===== src/rtl/multicycle_ctrl.sv =====
// Control unit for the multicycle ARM-subset datapath: main FSM, ALU decode,
// condition check and NZCV flag register. Optional macro: CMP_SUPPORT_EN.
module multicycle_ctrl #(
  parameter logic [3:0] RESET_FLAGS = 4'b0000
) (
  input  logic       clk,
  input  logic       reset,
  input  logic [3:0] Cond,
  input  logic [1:0] Op,
  input  logic [5:0] Funct,
  input  logic [3:0] Rd,
  input  logic [3:0] ALUFlags,
  output logic       PCWrite,
  output logic       MemWrite,
  output logic       RegWrite,
  output logic       IRWrite,
  output logic       AdrSrc,
  output logic       ALUSrcA,
  output logic [1:0] ALUSrcB,
  output logic [1:0] ResultSrc,
  output logic [1:0] ImmSrc,
  output logic [1:0] RegSrc,
  output logic [1:0] ALUControl,
  output logic [3:0] Flags
);

  typedef enum logic [3:0] {
    S_FETCH,
    S_DECODE,
    S_MEMADR,
    S_MEMRD,
    S_MEMWB,
    S_MEMWR,
    S_EXECUTER,
    S_EXECUTEI,
    S_ALUWB,
    S_BRANCH
  } state_t;

  typedef struct packed {
    logic       next_pc;
    logic       branch;
    logic       reg_w;
    logic       mem_w;
    logic       ir_write;
    logic       adr_src;
    logic       alu_src_a;
    logic [1:0] alu_src_b;
    logic [1:0] result_src;
    logic       alu_op;
  } main_ctrl_t;

  state_t     state;
  state_t     state_next;
  main_ctrl_t ctrl;

  logic [1:0] flag_w;
  logic       no_write;
  logic       cond_ex;
  logic       cond_ex_q;
  logic       pcs;

  // ---------------------------------------------------------------------------
  // State register
  // ---------------------------------------------------------------------------
  // NOTE: sequential state uses non-blocking assignments so every register
  // samples the pre-edge values, independent of process ordering.
  always_ff @(posedge clk or posedge reset) begin
    if (reset) state <= S_FETCH;
    else       state <= state_next;
  end

  // ---------------------------------------------------------------------------
  // Next-state logic
  // ---------------------------------------------------------------------------
  // NOTE: next-state is defaulted before the case so no path leaves it
  // unassigned, which would otherwise infer a latch.
  always_comb begin
    state_next = S_FETCH;
    unique case (state)
      S_FETCH:  state_next = S_DECODE;
      S_DECODE: begin
        unique case (Op)
          2'b01:   state_next = S_MEMADR;
          2'b00:   state_next = Funct[5] ? S_EXECUTEI : S_EXECUTER;
          2'b10:   state_next = S_BRANCH;
          default: state_next = S_FETCH;  // undefined instruction
        endcase
      end
      S_MEMADR:   state_next = Funct[0] ? S_MEMRD : S_MEMWR;
      S_MEMRD:    state_next = S_MEMWB;
      S_MEMWB:    state_next = S_FETCH;
      S_MEMWR:    state_next = S_FETCH;
      S_EXECUTER: state_next = S_ALUWB;
      S_EXECUTEI: state_next = S_ALUWB;
      S_ALUWB:    state_next = S_FETCH;
      S_BRANCH:   state_next = S_FETCH;
      default:    state_next = S_FETCH;
    endcase
  end

  // ---------------------------------------------------------------------------
  // Per-state control outputs
  // ---------------------------------------------------------------------------
  always_comb begin
    ctrl = '0;
    unique case (state)
      S_FETCH: begin
        ctrl.ir_write   = 1'b1;
        ctrl.next_pc    = 1'b1;
        ctrl.alu_src_a  = 1'b1;
        ctrl.alu_src_b  = 2'b10;
        ctrl.result_src = 2'b10;
      end
      S_DECODE: begin
        ctrl.alu_src_a  = 1'b1;
        ctrl.alu_src_b  = 2'b10;
        ctrl.result_src = 2'b10;
      end
      S_MEMADR: ctrl.alu_src_b = 2'b01;
      S_MEMRD:  ctrl.adr_src   = 1'b1;
      S_MEMWB: begin
        ctrl.result_src = 2'b01;
        ctrl.reg_w      = 1'b1;
      end
      S_MEMWR: begin
        ctrl.adr_src = 1'b1;
        ctrl.mem_w   = 1'b1;
      end
      S_EXECUTER: ctrl.alu_op = 1'b1;
      S_EXECUTEI: begin
        ctrl.alu_src_b = 2'b01;
        ctrl.alu_op    = 1'b1;
      end
      S_ALUWB: ctrl.reg_w = 1'b1;
      S_BRANCH: begin
        ctrl.alu_src_b  = 2'b01;
        ctrl.result_src = 2'b10;
        ctrl.branch     = 1'b1;
      end
      default: ctrl = '0;
    endcase
  end

  // ---------------------------------------------------------------------------
  // ALU decode
  // ---------------------------------------------------------------------------
  always_comb begin
    ALUControl = 2'b00;
    flag_w     = 2'b00;
    if (ctrl.alu_op) begin
      unique case (Funct[4:1])
        4'b0100: ALUControl = 2'b00;
        4'b0010: ALUControl = 2'b01;
        4'b0000: ALUControl = 2'b10;
        4'b1100: ALUControl = 2'b11;
`ifdef CMP_SUPPORT_EN
        4'b1010: ALUControl = 2'b01;
`else
        4'b1010: ALUControl = 2'b00;
`endif
        default: ALUControl = 2'b00;
      endcase
      // C and V only make sense for the arithmetic operations.
      flag_w = {Funct[0], Funct[0] & ~ALUControl[1]};
    end
  end

  // Compare discards its result; restricted to data-processing so a memory
  // op with the same Funct bits still writes back.
`ifdef CMP_SUPPORT_EN
  assign no_write = (Op == 2'b00) && (Funct[4:1] == 4'b1010);
`else
  assign no_write = 1'b0;
`endif

  // ---------------------------------------------------------------------------
  // Condition check against the current flag register
  // ---------------------------------------------------------------------------
  logic flag_n, flag_z, flag_c, flag_v;
  assign {flag_n, flag_z, flag_c, flag_v} = Flags;

  always_comb begin
    cond_ex = 1'b0;
    unique case (Cond)
      4'b0000: cond_ex = flag_z;
      4'b0001: cond_ex = ~flag_z;
      4'b0010: cond_ex = flag_c;
      4'b0011: cond_ex = ~flag_c;
      4'b0100: cond_ex = flag_n;
      4'b0101: cond_ex = ~flag_n;
      4'b0110: cond_ex = flag_v;
      4'b0111: cond_ex = ~flag_v;
      4'b1000: cond_ex = flag_c & ~flag_z;
      4'b1001: cond_ex = ~flag_c | flag_z;
      4'b1010: cond_ex = (flag_n == flag_v);
      4'b1011: cond_ex = (flag_n != flag_v);
      4'b1100: cond_ex = ~flag_z & (flag_n == flag_v);
      4'b1101: cond_ex = flag_z | (flag_n != flag_v);
      4'b1110: cond_ex = 1'b1;
      default: cond_ex = 1'b0;
    endcase
  end

  // Captured once per instruction so later flag updates cannot change it.
  always_ff @(posedge clk or posedge reset) begin
    if (reset)                  cond_ex_q <= 1'b0;
    else if (state == S_DECODE) cond_ex_q <= cond_ex;
  end

  // ---------------------------------------------------------------------------
  // NZCV flag register (flag_w is nonzero only in the execute states)
  // ---------------------------------------------------------------------------
  always_ff @(posedge clk or posedge reset) begin
    if (reset) begin
      Flags <= RESET_FLAGS;
    end else begin
      if (flag_w[1] && cond_ex_q) Flags[3:2] <= ALUFlags[3:2];
      if (flag_w[0] && cond_ex_q) Flags[1:0] <= ALUFlags[1:0];
    end
  end

  // ---------------------------------------------------------------------------
  // Write gating; enables are forced low while reset is held
  // ---------------------------------------------------------------------------
  assign pcs      = ctrl.branch | (ctrl.reg_w & (Rd == 4'd15));
  assign PCWrite  = ~reset & (ctrl.next_pc | (pcs & cond_ex_q));
  assign RegWrite = ~reset & ctrl.reg_w & cond_ex_q & ~no_write;
  assign MemWrite = ~reset & ctrl.mem_w & cond_ex_q;
  assign IRWrite  = ~reset & ctrl.ir_write;

  assign AdrSrc    = ctrl.adr_src;
  assign ALUSrcA   = ctrl.alu_src_a;
  assign ALUSrcB   = ctrl.alu_src_b;
  assign ResultSrc = ctrl.result_src;
  assign ImmSrc    = Op;
  assign RegSrc    = {Op == 2'b01, Op == 2'b10};

  // ---------------------------------------------------------------------------
  // Sanity properties
  // ---------------------------------------------------------------------------
  a_no_mem_and_reg_write: assert property (
    @(posedge clk) disable iff (reset) !(MemWrite && RegWrite));
  a_ir_write_only_fetch: assert property (
    @(posedge clk) disable iff (reset) IRWrite |-> (state == S_FETCH));

endmodule


===== config.mk =====
export PLATFORM = sky130hd
export DESIGN_NAME = multicycle_ctrl
export DESIGN_NICKNAME = d
export VERILOG_FILES = /design/src/rtl/multicycle_ctrl.sv
export SDC_FILE = /design/constraint.sdc
export NUM_CORES = 1
export LEC_CHECK = 0
export ABC_CLOCK_PERIOD_IN_PS = 2900
export CORE_UTILIZATION = 39
export DETAILED_ROUTE_END_ITERATION = 8
export DONT_BUFFER_PORTS = 1
export GPL_TIMING_DRIVEN = 0
export MAX_ROUTING_LAYER = met4
export PLACE_DENSITY_LB_ADDON = 0.25
export SYNTH_ARGS = -nofsm -noshare
export SYNTH_HDL_FRONTEND = slang
export SYNTH_SLANG_ARGS = --single-unit

===== constraint.sdc =====
create_clock -name clk -period 2.9 [get_ports clk]
set_clock_uncertainty 0.2 [all_clocks]
set_input_delay 0.725 -clock clk [delete_from_list [all_inputs] [get_ports clk]]
set_output_delay 0.725 -clock clk [all_outputs]
set_load 0.1 [all_outputs]

== Yosys cells after proc, flatten, opt, wreduce, memory -nomap -nowiden ==
Cells that the tools add are included.

* Bitwise gates (word level): 21
* Reductions and logical operators: 12
* Muxes and demuxes: 18
* Eq/ne operators: 30

{| class="wikitable"
|+ Operators by type and width
! kind !! number
|-
| equality test 4 bit, second input constant || 11
|-
| equality test 4 x 3 -> 1 bit, second input constant || 8
|-
| equality test 4 x 2 -> 1 bit, second input constant || 5
|-
| one-hot mux 4 bit (5 select lines) || 1
|-
| one-hot mux 1 bit (15 select lines) || 1
|-
| zero test 4 bit || 3
|-
| one-hot mux 4 bit (3 select lines) || 1
|-
| AND 1 bit || 11
|-
| equality test 4 x 1 -> 1 bit, second input constant || 2
|-
| two-way mux 1 bit || 8
|-
| one-hot mux 2 bit (2 select lines) || 2
|-
| OR reduction 2 bit || 4
|-
| two-way mux 2 bit || 3
|-
| NOT 1 bit || 6
|-
| one-hot mux 2 bit (3 select lines) || 1
|-
| OR reduction 3 bit || 2
|-
| OR 1 bit || 4
|-
| two-way mux 3 bit || 1
|-
| equality test 2 x 1 -> 1 bit, second input constant || 1
|-
| equality test 2 bit, second input constant || 1
|-
| logical AND 1 bit || 2
|-
| zero test 2 bit || 1
|-
| equality test 1 bit || 1
|-
| != test 1 bit || 1
|}

* Register bits after elaboration: 9
* Output and inout bits: 20

== Depth between registers and ports, before layout ==
Gate-level depths: netlist (run 1).

* Depth after elaboration: 8
* Mapped depth: 6
* Depth with buffers taken out: 5

== Worst setup path before layout (run 1) ==
OpenSTA, ideal clock, no wires.

* Path type: input-to-output
* Start: input reset
* End: output PCWrite
* Required time: 1975 ps
* Arrival time: 5121 ps
* Path slack: -3146 ps
* Cell stages on the path: 4
* Cell sequence: inv_1 -> nand2_1 -> nor4_1 -> a22o_1

* Cells in the longest elaborated chain, start to end: 2

{| class="wikitable"
|+ RTL lines
! what !! RTL line !! RTL
|-
| start, declared || 7 || <nowiki>input logic reset,</nowiki>
|-
| NOT 1 bit || 227 || <nowiki>assign PCWrite = ~reset & (ctrl.next_pc | (pcs & cond_ex_q));</nowiki>
|-
| AND 1 bit || 227 ||
|-
| end, declared || 13 || <nowiki>output logic PCWrite,</nowiki>
|}

No other way between the ends.

== Worst setup path after layout (run 1) ==
Same ends and word-level chain as after synthesis.

==> reports/qor.yml, run 1 <==
fin_tns_setup_ps: -1044
syn_nets: 120
worstPathCellList: "clkinvlp_4 > nand2_4 > nor4_4 > a22o_4"
avgSynthCellArea_um2: 8.541
finalCritPeriodShare_pct: 117.2
grt.overflow.total: 0
totalWireLength_mm: 2.320
grt_first_pass_wirelength_mm: 3.360
synth_commonest_cells: "dfrtp_1, nor2_1, nor3_1"
holdCritPathClass: "input pin to async pin"
cp.depth: 4
synth_edf_count: 0
fp.dieW_um: 48.33
crit_path_end_kind: "output port"
setup_ws_ps: -498.7
worst_path_largest_cell_delay_ps: 1140
start_kind: "input pin"
dr.pass1.iters: 3
die_area_mm2: 0.002336
nets: 141
worstRegToRegCells: 6
dp_hpwl_mm: 1.498
ios: 42
viasPerCell: 5.483
wl_per_cell_um: 16.00
cts_buffers: 3
timing.final.hold_violations: 0
cts_tree: "yes"
fillers: 165
maxSlewHeadroom_pct: 3.951
synth_seq_cells: 9
antenna_found_initial: 0
place_area_mm2: 0.001005
start_util_pct: 42.23
gp_congestion: 0.8057
netlist_area_um2: 837.1
maxCapViolCount: 0
rsz0062_at_grt: "true"
antenna_left: 0
track_usage_pct: 18.97
reg2reg_from: "Flags[3]"
synth_flop_cell: "dfrtp_1"
crit_type: "input pin to output port"
netlist_instances: 98
violations: "setup timing"
cts_root_buffer: "clkbuf_4"
slew_violations: 0
synth_cell_type_count: 39
r2r_setup_slack_ps: 500
crit_buf_inv: 1
status: "finished with violations"
critPathRequiredTime_ps: 1980
syn_to_final_growth_pct: 50.07
synth_warnings: 0
synth_top_area_cell: "dfrtp_1"
port-buffer-count: 0
final_cell_area_mm2: 0.001256
min_period_ps: 3399
cp_max_fo: 3
drt_iter0_markers: 10
max_freq_ghz: 0.2942
coreArea_mm2: 0.001982
setup_viol: 5
vias: 795
yosysSeqAreaShare_pct: 26.91
clock_path_buffers: 2
grt_pass1_vias: 741
ys_async_sr_fraction_pct: 100.0
diodes: 0
numClockSinks: 9
worst_pin_slew_ps: 1430
netlist.area_leader.share_pct: 26.91
clk_latency_ps: 250
drc: 0
grt_max_degree: 11
cpMaxStageDelayCell: "nor4_4"
r2r_end: "cond_ex_q"
crit_family: "simple AND/OR/NAND/NOR gates"
synth.area.top_cells: "dfrtp_1, mux2_2, nor3_1"
cp.arrival_ps: 2470
htreeDepth: 1
drive_above_1_share_pct: 52.54
clk_pin_slew_worst_paths_ps: 60
dieHeight_um: 48.33
rows: 16
-- per-layer routing --
metal | wire length [um] | global-route usage [%]
met4 | 32 | 4.412
met3 | 109 | 2.830
met1 | 1012 | 22.91
met5 | 0 | -
met2 | 1164 | 33.33
-- cell usage in the layout, fill, tap and decap left out, types with 3 or more instances in the layout --
cell type  instances
a21oi_1            3
buf_2              3
buf_4             13
buf_6              8
clkbuf_4           3
dfrtp_1            8
mux2_2             5
mux2i_1            3
nand2_1            5
nor2_1             7
nor2b_1            4
nor3_1             4
nor3_4             4
nor4_4             3
-- cells by family after synthesis --
kind of cell	Yosys count	share of synthesized area, %
compound gates	20	18.24
xor+xnor	5	5.233
buf+inv	12	9.566
flops	9	26.91
mux	8	10.31
simple gates	44	29.75
-- worst max path at each step --
stage,from,endpoint,slack [ps]
after global placement,reset,PCWrite,-690
after floorplan,reset,PCWrite,-620
after CTS,reset,PCWrite,-500
after global routing,state[1],PCWrite,-510
final,reset,PCWrite,-500
after detailed placement,reset,PCWrite,-750
-- worst reg2reg max path, cell delays in order, from the launching register on --
cell     delay, ps
dfrtp_1        930
buf_2          330
mux2i_1        100
a32oi_1        190
o21a_1         160
o21ai_2         50
o32a_1         330
-- layout make-up --
cell class | count | area (um^2) | area share (%)
inverters | 2 | 15.01 | 1.195
clock buffers | 4 | 26.28 | 2.092
multi-input cells | 77 | 723.2 | 57.57
well taps | 27 | 33.78 | 2.689
repair buffers | 18 | 165.2 | 13.15
flip-flops and latches | 9 | 226.5 | 18.03
plain buffers | 8 | 66.31 | 5.279
-- state kept, by name, indices dropped and copies added (netlist names) --
register   flops
Flags          4
state          4
cond_ex_q      1
-- timing repair --
action                                  4_1_cts  5_1_grt
setup buffers                                 9        9
pin swaps                                     9        5
hold buffers                                  0        0
gates resized for setup                      14       12
endpoints found under the setup margin       12       12
-- stage by stage --
stage	util, %	hold WS, ps	cells	worst slack, ps
after detailed placement	50.69	345.4	125	-749.4
after global placement	49.56	338.4	125	-691.9
after floorplan	-	316.0	98	-619.7
after CTS	58.40	241.4	138	-501.9
after global routing	63.38	352.2	145	-508.0
final	63.38	351.2	145	-498.7
Power of run 1 is left out: the tool's default activity adds up to more than one toggle a clock period on the data nets, which glitch-free logic cannot reach.
==> run 2, diff against run 1 <==
--- a/config.mk
+++ b/config.mk
@@ -6,7 +6,9 @@
 export NUM_CORES = 1
 export LEC_CHECK = 0
 export ABC_CLOCK_PERIOD_IN_PS = 2900
-export CORE_UTILIZATION = 39
+export CELL_PAD_IN_SITES_DETAIL_PLACEMENT = 1
+export CELL_PAD_IN_SITES_GLOBAL_PLACEMENT = 2
+export CORE_UTILIZATION = 35
 export DETAILED_ROUTE_END_ITERATION = 8
 export DONT_BUFFER_PORTS = 1
 export GPL_TIMING_DRIVEN = 0
==> run 2 against run 1 <==
The run still ends with setup timing left. Critical path depth is the same. Register-to-register slack worse by 30 ps. Cell area fell by 2.1%. Fmax shrank 0.84%. Worst hold slack got worse by 200 ps. Non-clock buffer count shrank 2. Final cell count is 0.69% lower. Via count down 0.25%. Flip-flop and latch count unchanged. Utilization fell by 8.3 points. Critical endpoint unchanged. Largest cell class unchanged.
==> reports/qor.yml, run 2 (synthesized netlist as in run 1, its figures left out) <==
clock_path_buffers: 2  # unchanged
viasPerCell: 5.507  # +0.44%
rsz0062_at_grt: "true"
antenna_left: 0  # unchanged
grt_max_degree: 11  # unchanged
cp_max_fo: 3  # unchanged
drt_iter0_markers: 10  # unchanged
finalCritPeriodShare_pct: 118.2  # +0.99 points
clk_pin_slew_worst_paths_ps: 60  # about the same
grt.overflow.total: 0  # unchanged
cts_hold_buf: 0  # unchanged
dieHeight_um: 50.91  # +5.3%
cts_buffers: 3  # unchanged
layout_commonest_cell: "buf_4"
die_area_mm2: 0.002591  # +11%
gp_congestion: 0.7079  # -12%
timing.final.hold_violations: 0  # unchanged
coreArea_mm2: 0.002233  # +13%
max_freq_ghz: 0.2918  # -0.84%
cp-startpoint: "reset"
reg.largest.list: "Flags: 4 flops, state: 4 flops, cond_ex_q: 1 flops"
rows: 17  # +1
dp_hpwl_mm: 1.702  # +14%
clk_latency_ps: 260  # about the same
start_util_pct: 37.48  # -4.8 points
cp.arrival_ps: 2500  # +30 ps
final_cell_mix: "buf_4, dfrtp_1, nor2_1"
nets: 139  # -1.4%
fin_hold_ws_ps: 155.7  # -195.4 ps
maxSlewHeadroom_pct: 7.257  # +3.3 points
status: "finished with violations"
wl_per_cell_um: 15.65  # -2.2%
reg2reg_from: "Flags[3]"
port-buffer-count: 0  # unchanged
totalWireLength_mm: 2.254  # -2.8%
violations: "setup timing"
dr.pass1.iters: 3  # unchanged
setup_ws_ps: -527.5  # -28.78 ps
grt_pass1_vias: 811  # +9.4%
drc: 0  # unchanged
r2r_end: "cond_ex_q"
slew_violations: 0  # unchanged
syn_to_final_growth_pct: 46.94
worst_pin_slew_ps: 1381  # -49.21 ps
crit_end: "PCWrite"
crit_path_end_kind: "output port"
crit_type: "input pin to output port"
critPathRequiredTime_ps: 1980  # about the same
maxCapViolCount: 0  # unchanged
numClockSinks: 9  # unchanged
ios: 42  # unchanged
cts_root_buffer: "clkbuf_4"
diodes: 0  # unchanged
antenna_found_initial: 0  # unchanged
holdCritPathClass: "input pin to async pin"
fp.dieW_um: 50.91  # +5.3%
track_usage_pct: 20.64  # +1.7 points
cts_tree: "yes"
worstRegToRegCells: 6  # unchanged
setup_viol: 8  # +3
htreeDepth: 1  # unchanged
grt_first_pass_wirelength_mm: 3.829  # +14%
vias: 793  # -0.25%
fillers: 251  # +52%
drive_above_1_share_pct: 50.86  # -1.7 points
min_period_ps: 3428  # +28.78 ps
r2r_setup_slack_ps: 470  # -30 ps
start_kind: "input pin"
-- run 2: cell count changes in the layout (fill, tap and decap cells not counted), sizes merged --
cell and change:
buf -2
-- run 2: worst min-delay path by stage --
stage	depth (start not counted)	slack [ps]	end
after CTS	1	50	Flags[2]
after detailed placement	1	340	state[3]
after global placement	1	340	state[3]
final	2	160	Flags[0]
after floorplan	1	320	Flags[0]
after global routing	2	150	Flags[0]
-- run 2: per-layer routing --
metal | vias up | GRT usage, % | part of all wire [%] | wire length (um)
met5 | - | - | 0 | 0
met4 | 0 | 6.944 | 0.44 | 10
met3 | 2 | 4.464 | 3.8 | 86
met2 | 18 | 39.04 | 59 | 1325
met1 | 386 | 20.66 | 37 | 832
li1 | 387 | - | - | -
-- run 2: through the flow --
step / util, % / std cells / setup TNS (ps) / worst slack (ps) / area (um^2)
2_1_floorplan: - / 98 / -1346 / -619.7 / 948.4
3_3_place_gp: 44.03 / 126 / -1913 / -708.1 / 983.4
3_5_place_dp: 45.04 / 126 / -1264 / -707.0 / 1006
4_1_cts: 53.67 / 140 / -2091 / -592.0 / 1199
5_1_grt: 55.07 / 144 / -2139 / -568.5 / 1230
6_report: 55.07 / 144 / -1559 / -527.5 / 1230
-- run 2: area by class of cell --
| cell class | count | area (um^2) | area share [%] |
|---|---|---|---|
| inverters | 2 | 15.01 | 1.221 |
| flip-flops and latches | 9 | 227.7 | 18.51 |
| clock buffers | 4 | 26.28 | 2.136 |
| well taps | 28 | 35.03 | 2.848 |
| repair buffers | 15 | 135.1 | 10.99 |
| plain buffers | 9 | 77.57 | 6.307 |
| multi-input cells | 77 | 713.2 | 57.99 |
-- run 2: worst max-delay path, stage by stage --
cell and delay (ps):
clkinvlp_4 80, nand2_4 60, nor4_4 1160, a22o_4 470
-- run 2: what timing repair did --
action,in CTS,in global routing
gates resized for setup,22,1
buffers inserted,11,5
pin swaps,11,9
endpoints found under the hold margin,0,0
endpoints found under the setup margin,12,12
Power of run 2 is left out for the same reason.
==> run 3, diff against run 2 <==
--- a/config.mk
+++ b/config.mk
@@ -9,11 +9,13 @@
 export CELL_PAD_IN_SITES_DETAIL_PLACEMENT = 1
 export CELL_PAD_IN_SITES_GLOBAL_PLACEMENT = 2
 export CORE_UTILIZATION = 35
+export CTS_CLUSTER_DIAMETER = 40
 export DETAILED_ROUTE_END_ITERATION = 8
 export DONT_BUFFER_PORTS = 1
 export GPL_TIMING_DRIVEN = 0
 export MAX_ROUTING_LAYER = met4
 export PLACE_DENSITY_LB_ADDON = 0.25
+export REMOVE_ABC_BUFFERS = 1
 export SYNTH_ARGS = -nofsm -noshare
 export SYNTH_HDL_FRONTEND = slang
 export SYNTH_SLANG_ARGS = --single-unit
==> run 3 against run 2 <==
The run still ends with setup timing left. Register-to-register slack gained 90 ps. Die area unchanged. Critical path type is now flip-flop to output port. Cell area decreased by 8.9%.
==> reports/qor.yml, run 3 (synthesized netlist as in run 1, its figures left out) <==
status: "finished with violations"
violations: "setup timing"
port-buffer-count: 0  # unchanged
max_freq_ghz: 0.3318  # +14%
wl_met3_um: 94  # +9.3%
crit_path_end_kind: "output port"
crit_buf_inv: 0  # -1
antenna_left: 0  # unchanged
maxCapViolCount: 0  # unchanged
htreeDepth: 1  # unchanged
nets: 132  # -5.0%
wl_per_cell_um: 15.39  # -1.7%
clk_latency_ps: 250  # about the same
cp.arrival_ps: 2090  # -410 ps
start_util_pct: 37.48  # unchanged
worst_path_largest_cell_delay_ps: 860  # -300 ps
rows: 17  # unchanged
dp_slack_ps: -434.9  # +272.1 ps
cts_buffers: 3  # unchanged
numClockSinks: 9  # unchanged
grt_max_degree: 16  # +5
ios: 42  # unchanged
totalWireLength_mm: 2.108  # -6.5%
top_layer_used: "met4"
dieHeight_um: 50.91  # unchanged
dp_hpwl_mm: 1.594  # -6.3%
finalCritPeriodShare_pct: 103.9  # -14 points
critPathRequiredTime_ps: 1980  # about the same
setup_ws_ps: -113.9  # +413.6 ps
start_kind: "flip-flop"
grt.overflow.total: 0  # unchanged
syn_to_final_growth_pct: 33.93
grt_pass1_vias: 785  # -3.2%
crit_family: "simple AND/OR/NAND/NOR gates"
coreArea_mm2: 0.002233  # unchanged
cts_hold_buf: 0  # unchanged
layout_commonest_cell: "buf_4"
crit_type: "flip-flop to output port"
clk_pin_slew_worst_paths_ps: 60  # about the same
dr.pass1.iters: 4  # +1
timing.final.hold_violations: 0  # unchanged
r2r_setup_slack_ps: 560  # +90 ps
grt_first_pass_wirelength_mm: 3.291  # -14%
holdCritPathClass: "input pin to async pin"
cp_max_fo: 8  # +5
vias: 759  # -4.3%
maxSlewHeadroom_pct: 25.86  # +19 points
drt-met1-wl_um: 893  # +7.3%
worst_pin_slew_ps: 1112  # -268.7 ps
wl_met2_mm: 1.106  # -17%
drt_iter0_markers: 5  # -5
slew_violations: 0  # unchanged
dp.cells: 125  # -0.79%
track_usage_pct: 16.81  # -3.8 points
gp_congestion: 0.7089  # +0.14%
clock_path_buffers: 2  # unchanged
rsz0062_at_grt: "true"
cts_root_buffer: "clkbuf_4"
cts_tree: "yes"
min_period_ps: 3014  # -413.6 ps
drive_above_1_share_pct: 44.04  # -6.8 points
reg.largest.list: "Flags: 4 flops, state: 4 flops, cond_ex_q: 1 flops"
viasPerCell: 5.540  # +0.60%
cpMaxStageDelayCell: "nor2_2"
die_area_mm2: 0.002591  # unchanged
setup_viol: 2  # -6
drc: 0  # unchanged
final_cells: 137  # -4.9%
final_cell_mix: "buf_4, dfrtp_1, nor2_1, buf_8, nand2_1"
fp.dieW_um: 50.91  # unchanged
antenna_found_initial: 0  # unchanged
worstPathCellList: "or2_1 > nor2_2"
diodes: 0  # unchanged
## run 3: changes by cell type in the layout (fill, tap and decap cells not counted), moves of 2 or more
cell | previous run | this run
nor4_2 | 0 | 3
nor3_2 | 0 | 4
buf_2 | 3 | 0
nor2_2 | 0 | 2
buf_8 | 2 | 7
nor2_4 | 2 | 0
nor4_4 | 3 | 0
buf_6 | 5 | 0
nor3_4 | 4 | 0
buf_4 | 13 | 8
## run 3: per-layer routing
| layer | up-vias | GRT usage [%] |
|---|---|---|
| met3 | 2 | 2.083 |
| met4 | 0 | 5.556 |
| met1 | 361 | 21.28 |
| met2 | 23 | 27.63 |
| li1 | 373 | - |
| met5 | - | - |
## run 3: through the flow
stage	hold slack [ps]	area, um^2	utilization (%)	TNS, ps
final	66.95	1121	50.20	-225.5
after global routing	73.37	1121	50.20	-361.1
after detailed placement	368.9	1003	44.93	-593.3
after CTS	146.2	1069	47.84	-284.7
after floorplan	316.2	764.5	-	-13980
after global placement	379.7	799.5	35.80	-15610
## run 3: final timing paths
check                      cells after the start        end     start
hold reg to reg                                1   state[0]  state[0]
setup / recovery                               2    ALUSrcA  state[2]
min in group clk                               1   state[0]  state[0]
setup reg to reg                               5  cond_ex_q  Flags[3]
hold / removal                                 1   state[2]     reset
max in group asynchronous                      1   state[1]     reset
## run 3: area by class of cell
class,instances,area (um^2)
Multi-Input combinational cell,77,618.1
Clock buffer,4,26.28
Sequential cell,9,230.2
Timing Repair Buffer,17,196.4
Fill cell,264,1112
Tap cell,28,35.03
Inverter,2,15.01
## run 3: timing repair
| item | CTS | global route |
|---|---|---|
| buffers inserted | 2 | 6 |
| setup endpoints to repair | 5 | 5 |
| cloned | 0 | 0 |
| hold endpoints to repair | 0 | 0 |
| pin swaps | 2 | 3 |
| gates resized for setup | 6 | 3 |
## run 3: worst register-to-register path: stages (launching register included)
cell and delay (ps):
dfrtp_1 1080, mux2i_1 180, a32oi_1 200, o21a_1 170
o21ai_2 60, o32a_1 350
Power of run 3 is left out for the same reason.
